===== src/rtl/npc_lsu_pkg.sv =====
// rtl/npc_lsu_pkg.sv - shared size encodings, state enum and access helpers for lsu_unit
package npc_lsu_pkg;

  localparam logic [1:0] SZ_B = 2'b00;
  localparam logic [1:0] SZ_H = 2'b01;
  localparam logic [1:0] SZ_W = 2'b10;
  localparam logic [1:0] SZ_D = 2'b11;

  typedef enum logic [1:0] {
    IDLE = 2'b00,
    REQ  = 2'b01,
    WAIT = 2'b10,
    RESP = 2'b11
  } lsu_state_t;

  // Byte-strobe pattern for the access size before lane shifting.
  function automatic logic [7:0] size_mask(input logic [1:0] size);
    case (size)
      SZ_B:    size_mask = 8'h01;
      SZ_H:    size_mask = 8'h03;
      SZ_W:    size_mask = 8'h0F;
      default: size_mask = 8'hFF;
    endcase
  endfunction

  function automatic logic is_misaligned(input logic [1:0] size, input logic [2:0] off);
    case (size)
      SZ_B:    is_misaligned = 1'b0;
      SZ_H:    is_misaligned = off[0];
      SZ_W:    is_misaligned = |off[1:0];
      default: is_misaligned = |off;
    endcase
  endfunction

endpackage


===== src/rtl/lsu_load_align.sv =====
// rtl/lsu_load_align.sv - extracts the addressed field from a read doubleword and extends it
module lsu_load_align
  import npc_lsu_pkg::*;
#(
  parameter int XLEN = 64
) (
  input  logic [XLEN-1:0] rdata,
  input  logic [2:0]      off,
  input  logic [1:0]      size,
  input  logic            is_unsigned,
  output logic [XLEN-1:0] result
);

  logic [XLEN-1:0] field;

  assign field = rdata >> {off, 3'b000};

  always_comb begin
    result = field;
    case (size)
      SZ_B: result = is_unsigned ? {{(XLEN-8){1'b0}}, field[7:0]}
                                 : {{(XLEN-8){field[7]}}, field[7:0]};
      SZ_H: result = is_unsigned ? {{(XLEN-16){1'b0}}, field[15:0]}
                                 : {{(XLEN-16){field[15]}}, field[15:0]};
      SZ_W: result = is_unsigned ? {{(XLEN-32){1'b0}}, field[31:0]}
                                 : {{(XLEN-32){field[31]}}, field[31:0]};
      default: result = field;
    endcase
  end

endmodule


===== src/rtl/lsu_unit.sv =====
// rtl/lsu_unit.sv - load/store unit: one aligned req/gnt/rvalid access per op, extended writeback
// Optional bus timeout enabled by defining LSU_TIMEOUT_EN.
module lsu_unit
  import npc_lsu_pkg::*;
#(
  parameter int XLEN    = 64,
  parameter int TIMEOUT = 255
) (
  input  logic            clk,
  input  logic            rst,
  input  logic            ex_valid,
  output logic            ex_ready,
  input  logic [XLEN-1:0] ex_addr,
  input  logic [XLEN-1:0] ex_wdata,
  input  logic            ex_is_store,
  input  logic [1:0]      ex_size,
  input  logic            ex_unsigned,
  input  logic [4:0]      ex_rd,
  output logic            mem_req,
  output logic            mem_we,
  output logic [XLEN-1:0] mem_addr,
  output logic [XLEN-1:0] mem_wdata,
  output logic [7:0]      mem_wmask,
  input  logic            mem_gnt,
  input  logic            mem_rvalid,
  input  logic [XLEN-1:0] mem_rdata,
  output logic            wb_valid,
  input  logic            wb_ready,
  output logic [XLEN-1:0] wb_data,
  output logic [4:0]      wb_rd,
  output logic            wb_we,
  output logic            wb_misalign,
  output logic            wb_buserr
);

  lsu_state_t state, state_nxt;

  logic [XLEN-1:0] addr_q;
  logic [XLEN-1:0] wdata_q;
  logic [1:0]      size_q;
  logic            uns_q;
  logic            store_q;
  logic [4:0]      rd_q;

  logic [XLEN-1:0] wb_data_q;
  logic            wb_we_q;
  logic            misalign_q;
  logic            buserr_q;

  logic [2:0]      off;
  logic [XLEN-1:0] load_result;
  logic            accept_misal;
  logic            busy;
  logic            timeout_hit;

  assign off          = addr_q[2:0];
  assign accept_misal = is_misaligned(ex_size, ex_addr[2:0]);
  assign busy         = (state == REQ) || (state == WAIT);

  lsu_load_align #(.XLEN(XLEN)) u_load_align (
    .rdata       (mem_rdata),
    .off         (off),
    .size        (size_q),
    .is_unsigned (uns_q),
    .result      (load_result)
  );

`ifdef LSU_TIMEOUT_EN
  localparam int CW = ($clog2(TIMEOUT + 1) > 8) ? $clog2(TIMEOUT + 1) : 8;
  logic [CW-1:0] to_cnt;

  // Counter restarts on every state change so REQ and WAIT each get a full budget.
  always_ff @(posedge clk or posedge rst) begin
    if (rst) begin
      to_cnt <= '0;
    end else if (state != state_nxt) begin
      to_cnt <= '0;
    end else if (busy) begin
      to_cnt <= to_cnt + 1'b1;
    end
  end

  assign timeout_hit = busy && (to_cnt == CW'(TIMEOUT - 1));
`else
  logic unused_timeout;
  assign unused_timeout = (TIMEOUT != 0);
  assign timeout_hit    = 1'b0;
`endif

  always_ff @(posedge clk or posedge rst) begin
    if (rst) begin
      state <= IDLE;
    end else begin
      state <= state_nxt;
    end
  end

  // Grant and read data take priority over a timeout landing in the same cycle.
  always_comb begin
    state_nxt = state;
    case (state)
      IDLE: begin
        if (ex_valid) begin
          state_nxt = accept_misal ? RESP : REQ;
        end
      end
      REQ: begin
        if (mem_gnt) begin
          state_nxt = store_q ? RESP : WAIT;
        end else if (timeout_hit) begin
          state_nxt = RESP;
        end
      end
      WAIT: begin
        if (mem_rvalid || timeout_hit) begin
          state_nxt = RESP;
        end
      end
      RESP: begin
        if (wb_ready) begin
          state_nxt = IDLE;
        end
      end
      default: state_nxt = IDLE;
    endcase
  end

  always_ff @(posedge clk or posedge rst) begin
    if (rst) begin
      addr_q     <= '0;
      wdata_q    <= '0;
      size_q     <= SZ_B;
      uns_q      <= 1'b0;
      store_q    <= 1'b0;
      rd_q       <= '0;
      wb_data_q  <= '0;
      wb_we_q    <= 1'b0;
      misalign_q <= 1'b0;
      buserr_q   <= 1'b0;
    end else begin
      case (state)
        IDLE: begin
          if (ex_valid) begin
            addr_q     <= ex_addr;
            wdata_q    <= ex_wdata;
            size_q     <= ex_size;
            uns_q      <= ex_unsigned;
            store_q    <= ex_is_store;
            rd_q       <= ex_rd;
            wb_data_q  <= '0;
            wb_we_q    <= 1'b0;
            misalign_q <= accept_misal;
            buserr_q   <= 1'b0;
          end
        end
        REQ: begin
          if (!mem_gnt && timeout_hit) begin
            buserr_q <= 1'b1;
          end
        end
        WAIT: begin
          if (mem_rvalid) begin
            wb_data_q <= load_result;
            wb_we_q   <= 1'b1;
          end else if (timeout_hit) begin
            buserr_q <= 1'b1;
          end
        end
        RESP: begin
          if (wb_ready) begin
            misalign_q <= 1'b0;
            buserr_q   <= 1'b0;
          end
        end
        default: ;
      endcase
    end
  end

  assign ex_ready  = (state == IDLE);
  assign mem_req   = (state == REQ);
  assign mem_we    = mem_req && store_q;
  assign mem_addr  = mem_req ? {addr_q[XLEN-1:3], 3'b000} : '0;
  assign mem_wdata = mem_req ? (wdata_q << {off, 3'b000}) : '0;
  assign mem_wmask = mem_req ? (size_mask(size_q) << off) : 8'h00;

  assign wb_valid    = (state == RESP);
  assign wb_data     = wb_data_q;
  assign wb_rd       = rd_q;
  assign wb_we       = wb_we_q;
  assign wb_misalign = misalign_q;
  assign wb_buserr   = buserr_q;

endmodule


===== config.mk =====
export PLATFORM = sky130hd
export DESIGN_NAME = lsu_unit
export DESIGN_NICKNAME = d
export VERILOG_FILES = /design/src/rtl/npc_lsu_pkg.sv /design/src/rtl/lsu_load_align.sv /design/src/rtl/lsu_unit.sv
export SDC_FILE = /design/constraint.sdc
export NUM_CORES = 1
export LEC_CHECK = 0
export CAP_MARGIN = 10
export CORE_ASPECT_RATIO = 1.4
export CORE_UTILIZATION = 23
export DETAILED_ROUTE_END_ITERATION = 16
export PLACE_DENSITY = 0.5
export SYNTH_ARGS = -nofsm -noshare
export SYNTH_HDL_FRONTEND = slang
export SYNTH_HIERARCHICAL = 1
export SYNTH_SLANG_ARGS = --single-unit
export TNS_END_PERCENT = 5

===== constraint.sdc =====
create_clock -name clk -period 9.7 [get_ports clk]
set_clock_uncertainty 0.15 [all_clocks]
set_input_delay 1.455 -clock clk [delete_from_list [all_inputs] [get_ports clk]]
set_output_delay 1.455 -clock clk [all_outputs]
set_load 0.03 [all_outputs]

After elaboration in Yosys (flattened, before gate mapping)
Cells that the tools add are included.
- register bits after elaboration: 206
- mux-type cells: 26
- equal/unequal tests: 11
- reduce and logical (&&, ||, !) cells: 14
- bitwise operators: 1
- shifts and indexed selects: 3
- operators by type and width (operator ; count):
    64-bit two-way mux ; 7
    64-bit one-hot mux with 3 select lines ; 1
    64-bit one-hot mux with 2 select lines ; 1
    64-bit by 6-bit << shifter with 64-bit output ; 1
    64-bit by 6-bit >> shifter with 64-bit output ; 1
    8-bit one-hot mux with 3 select lines ; 1
    2-bit two-way mux ; 5
    3-bit AND reduction ; 3
    2-bit == test (second input constant) ; 4
    8-bit two-way mux ; 1
    2-bit one-hot mux with 4 select lines ; 1
    8-bit by 3-bit << shifter with 8-bit output ; 1
    2-bit by 1-bit == test with 1-bit output (second input constant) ; 3
    2-bit logical NOT ; 3
    1-bit one-hot mux with 2 select lines ; 3
    1-bit two-way mux ; 5
    2-bit by 1-bit inequality test with 1-bit output (second input constant) ; 2
    2-bit inequality test (second input constant) ; 2
    4-bit AND reduction ; 1
    2-bit nonzero test ; 2
    2-bit OR reduction ; 2
    1-bit one-hot mux with 3 select lines ; 1
    3-bit OR reduction ; 1
    2-bit AND reduction ; 1
    other kinds (2) ; 2

Longest topological paths before layout
- depth after elaboration: 5
- mapped depth: 8
- depth with buffers taken out: 6

Cells and area by module
Netlist, hierarchy kept.
- modules (own cells, without submodules) (module ; area each (um^2) ; times used ; cells an instance ; seq. area each (um^2)):
    lsu_unit ; 10286.1 ; 1 ; 845 ; 5129.9
    lsu_load_align ; 2299.7 ; 1 ; 264 ; 0.0

Worst setup path before layout
Ideal clock, no wire load.
- path kind: register to output
- start point: register state[1]
- end point: output port mem_wdata[61]
- arrival: 2111 ps
- buffers on the path: 2
- slack: 5984 ps
- cell stages (with the launch flop): 7
- cell sequence: dfrtp_1 -> inv_1 -> ha_1 -> inv_1 -> buf_2 -> clkbuf_1 -> a211oi_1
- longest elaborated chain between the ends: 2
- ends and longest elaborated chain (item ; RTL line ; text):
    start: declaration ; lsu_unit.sv:36 ; lsu_state_t state, state_nxt;
    start signal: assignment ; lsu_unit.sv:94 ; state <= state_nxt;
    2-bit by 1-bit == test with 1-bit output ; lsu_unit.sv:181 ; assign mem_req = (state == REQ);
    via mem_req ; lsu_unit.sv:19 ; output logic mem_req,
    64-bit two-way mux ; lsu_unit.sv:184 ; assign mem_wdata = mem_req ? (wdata_q << {off, 3'b000}) : '0;
    end: declaration ; lsu_unit.sv:22 ; output logic [XLEN-1:0] mem_wdata,
The timed path passes the listed nets, and every way through them passes these cells.

Worst setup path in the final report
- start point: register addr_q[0]
- end point: output port mem_wdata[54]
- longest elaborated chain between the ends: 2
- ends and longest elaborated chain (item ; RTL line ; text):
    start: declaration ; lsu_unit.sv:38 ; logic [XLEN-1:0] addr_q;
    start signal: assignment ; lsu_unit.sv:144 ; addr_q <= ex_addr;
    64-bit by 6-bit << shifter with 64-bit output ; lsu_unit.sv:184 ;
    64-bit two-way mux ; lsu_unit.sv:184 ;
Every way passes these cells.

==> impl_metrics.json <==
{
  "cts_tree": "done",
  "synth.mux.area_fraction_pct": 28.8,
  "synthAdderAreaFrac_pct": 0.497,
  "gp_congestion": 0.841,
  "start_util_pct": 23.3,
  "p_comb_share_pct": 58.0,
  "p_sw_w": 0.00277,
  "drc": 0,
  "relSlewSlack_pct": 24.8,
  "rsz0062_at_grt": "no",
  "viasPerCell": 4.87,
  "setup_ws_ns": 4.06,
  "antenna_found_initial": 1,
  "avgSynthCellArea_um2": 11.3,
  "dr_total_vias": 10699,
  "crit_buf_inv": 2,
  "finalWirelength_um": 50600,
  "first_global_vias": 11198,
  "ant_nets": 0,
  "yosysTopAreaCellShare_pct": 40.8,
  "synth_seq_cells": 205,
  "multiInputGateArea_um2": 6740,
  "hold_class": "flip-flop to flip-flop",
  "dp_hpwl_um": 36100,
  "coreArea_um2": 54100,
  "critPathMaxFanout": 86,
  "grt_usage_pct": 17.8,
  "synth_top_family_by_area": "multiplexers",
  "p_int_w": 0.00342,
  "setup_violations": 0,
  "layout.nets": 1669,
  "worst_ep_arrival_time_ns": 4.03,
  "synth-compound-area-share_pct": 13.4,
  "p_sw_share_pct": 44.7,
  "ir_drop_mv": 0.141,
  "synth_edf_count": 0,
  "yosys.area_share.simple_pct": 10.5,
  "timing.critical_path.from_type": "flip-flop",
  "htree_levels": 1,
  "port_buffers": 414,
  "fp.dieH_um": 279,
  "cellPowerDensity_nw_per_um2": 345,
  "post-cts-setup-buffers": 0,
  "grt.overflow.total": 0,
  "required_ns": 8.10,
  "clock_sinks": 205,
  "gr-usage-met3_pct": 3.62,
  "place_area_um2": 17100,
  "slowest_delay_ns": 0.82,
  "cts_max_path_buffers": 3,
  "critPathCaptureType": "output port",
  "yosys-top-cells-area": "dfrtp_1 (41%), mux2_2 (15%), mux2i_1 (7.6%), mux4_2 (5.5%), a22o_1 (4.5%)",
  "async_reset_ff_share_pct": 100,
  "ys_seq_area_share_pct": 40.8,
  "post-place-ws_ns": 4.60,
  "tightest_slew_ns": 1.13,
  "drtIter0Drc": 525,
  "yosysWarnings": 6,
  "ys.flop_type": "dfrtp_1",
  "grt_pass1_wl_um": 74500,
  "status": "finished, final reports clean",
  "post_cts_resized": 0,
  "postLayoutCellArea_um2": 17900,
  "synth_cell_types": 56,
  "whs_ns": 0.345,
  "maxCapViolations": 0,
  "path_class": "flip-flop to output port",
  "syn_area_um2": 12600,
  "clk_pin_slew_worst_paths_ns": 0.06,
  "yosys.area.top_type": "dfrtp_1",
  "n_fill_cell": 5635,
  "clkPwrFrac_pct": 15.6,
  "fmax_ghz": 0.177,
  "drtPass1Iterations": 6,
  "dieArea_um2": 55700,
  "holdBufCountCts": 0,
  "die_w_um": 200,
  "syn_inst": 1109,
  "layout_min_cycle_time_ns": 5.64,
  "ff_latch_area_um2": 5140,
  "wl_per_cell_um": 23.0,
  "slowest_stage": "buf_4",
  "grt_max_degree": 110,
  "min_period_over_period_pct": 58.1,
  "synth_xor_area_share_pct": 0,
  "rows": 101,
  "busiest_layer": "met2",
  "worstSkewPairLatency_ns": 0.56,
  "path_cells": "buf_4 -> nand2_1 -> o22a_1 -> a21oi_1 -> clkdlybuf4s50_1",
  "finalHoldViolCount": 0,
  "grt_use_met1_pct": 20.3,
  "slew_viol_final": 0,
  "final_layout_size_suffix_gt1_share_pct": 18.8,
  "grt_util_met2_pct": 31.9,
  "num_io_pins": 419,
  "fin_tns_setup_ns": 0,
  "cts_root_buf": "clkbuf_16",
  "p_seq_share_pct": 26.4,
  "area_growth_syn_to_layout_pct": 42.3,
  "finalPower_w": 0.00619,
  "cp_top_family": "buffers and inverters",
  "cts_made_buffers": 25,
  "p_leak_nw": 7.25
}
## synth_stat cells, types with 11 or more instances
| cell type | number |
|---|---|
| mux2_2 | 171 |
| buf_4 | 22 |
| nand3_1 | 11 |
| nor2_1 | 51 |
| a22o_1 | 64 |
| buf_6 | 17 |
| and3_1 | 11 |
| nand2_1 | 66 |
| mux4_2 | 31 |
| buf_2 | 42 |
| nand4_1 | 26 |
| o2111ai_1 | 15 |
| o22ai_1 | 16 |
| o21ai_0 | 27 |
| a21oi_1 | 30 |
| clkbuf_1 | 24 |
| dfrtp_1 | 205 |
| mux2i_1 | 95 |
| o22a_1 | 16 |
| and2_1 | 65 |
## cells in the final DEF, fill, tap and decap left out, drive strengths merged, types with 4 or more instances in the layout
cell and n:
and2 65, ha 5, o2bb2ai 9, a22oi 7
o2111ai 17, clkbuf 37, buf 15, dfrtp 205
a21oi 32, o22a 16, nor2 51, nand2b 9
mux2i 95, nand3 11, nor3 6, o211ai 9
nand2 66, and3 11, mux2 171, a22o 64
o31ai 4, a211oi 10, inv 10, nor2b 5
clkinv 4, nand4 26, clkdlybuf4s50 414, conb 4
mux4 33, o22ai 17, o21ai 30
## layer usage
layer | wire length, µm | up-vias
li1 | - | 4828
met1 | 19300 | 5399
met2 | 26100 | 385
met3 | 3310 | 87
met4 | 1990 | 0
met5 | 0 | -
## cells by family after synthesis
| kind of cell | count (synthesis) |
|---|---|
| other | 1 |
| multiplexers | 299 |
| AND/OR/NAND/NOR | 258 |
| AO/OA/AOI/OAI | 222 |
| buffers and inverters | 119 |
| flip-flops | 205 |
| adder cells (fa/ha/maj) | 5 |
## state kept, by name, indices dropped and copies added, names as in the netlist
register,count
wb_rd,5
wb_data,64
wb_misalign,1
addr_q,64
state,2
uns_q,1
wdata_q,64
wb_we,1
size_q,2
store_q,1
## stage by stage
| step | utilization (%) | std cells |
|---|---|---|
| after global routing | 33.1 | 2197 |
| after global placement | 31.6 | 2151 |
| after floorplan | - | 1112 |
| final | 33.1 | 2197 |
| after detailed placement | 31.6 | 2151 |
| after CTS | 33.1 | 2196 |
## worst register-to-register path: cells and delay by family (launching register included)
family,cells,cell delay (ns)
simple gates,3,0.71
compound gates,1,0.30
mux,1,0.61
flops,1,0.41
buf+inv,2,1.23
## power by group through the flow
stage | clock, W | sequential, W | combinational, W
finish | 0.000967 | 0.00163 | 0.00359
global route | 0.00104 | 0.00169 | 0.00383
CTS | 0.00101 | 0.00164 | 0.00361
detailed placement | 0 | 0.00165 | 0.00360
global placement | 0 | 0.00163 | 0.00358
floorplan | 0 | 0.00165 | 0.00244
## cell type report
cell class / instances / share of cell area, %
Sequential cell: 205 / 28.7
Antenna cell: 1 / 0.0140
Inverter: 8 / 0.210
Clock buffer: 37 / 4.14
Clock inverter: 8 / 0.503
Tap cell: 721 / 5.04
Timing Repair Buffer: 429 / 23.8
Multi-Input combinational cell: 788 / 37.6
## final timing paths
path	end	slack, ns	start	depth (start not counted)
worst max-delay path	mem_wdata[54]	4.06	addr_q[0]	5
worst min-delay path	store_q	0.34	store_q	1
worst max register to register	wb_data[40]	6.17	addr_q[1]	7
worst min register to register	store_q	0.34	store_q	1
max in group asynchronous	addr_q[47]	6.24	rst	4
min in group asynchronous	wb_data[17]	1.25	rst	2
No activity file was read; power rests on OpenSTA's default activity.
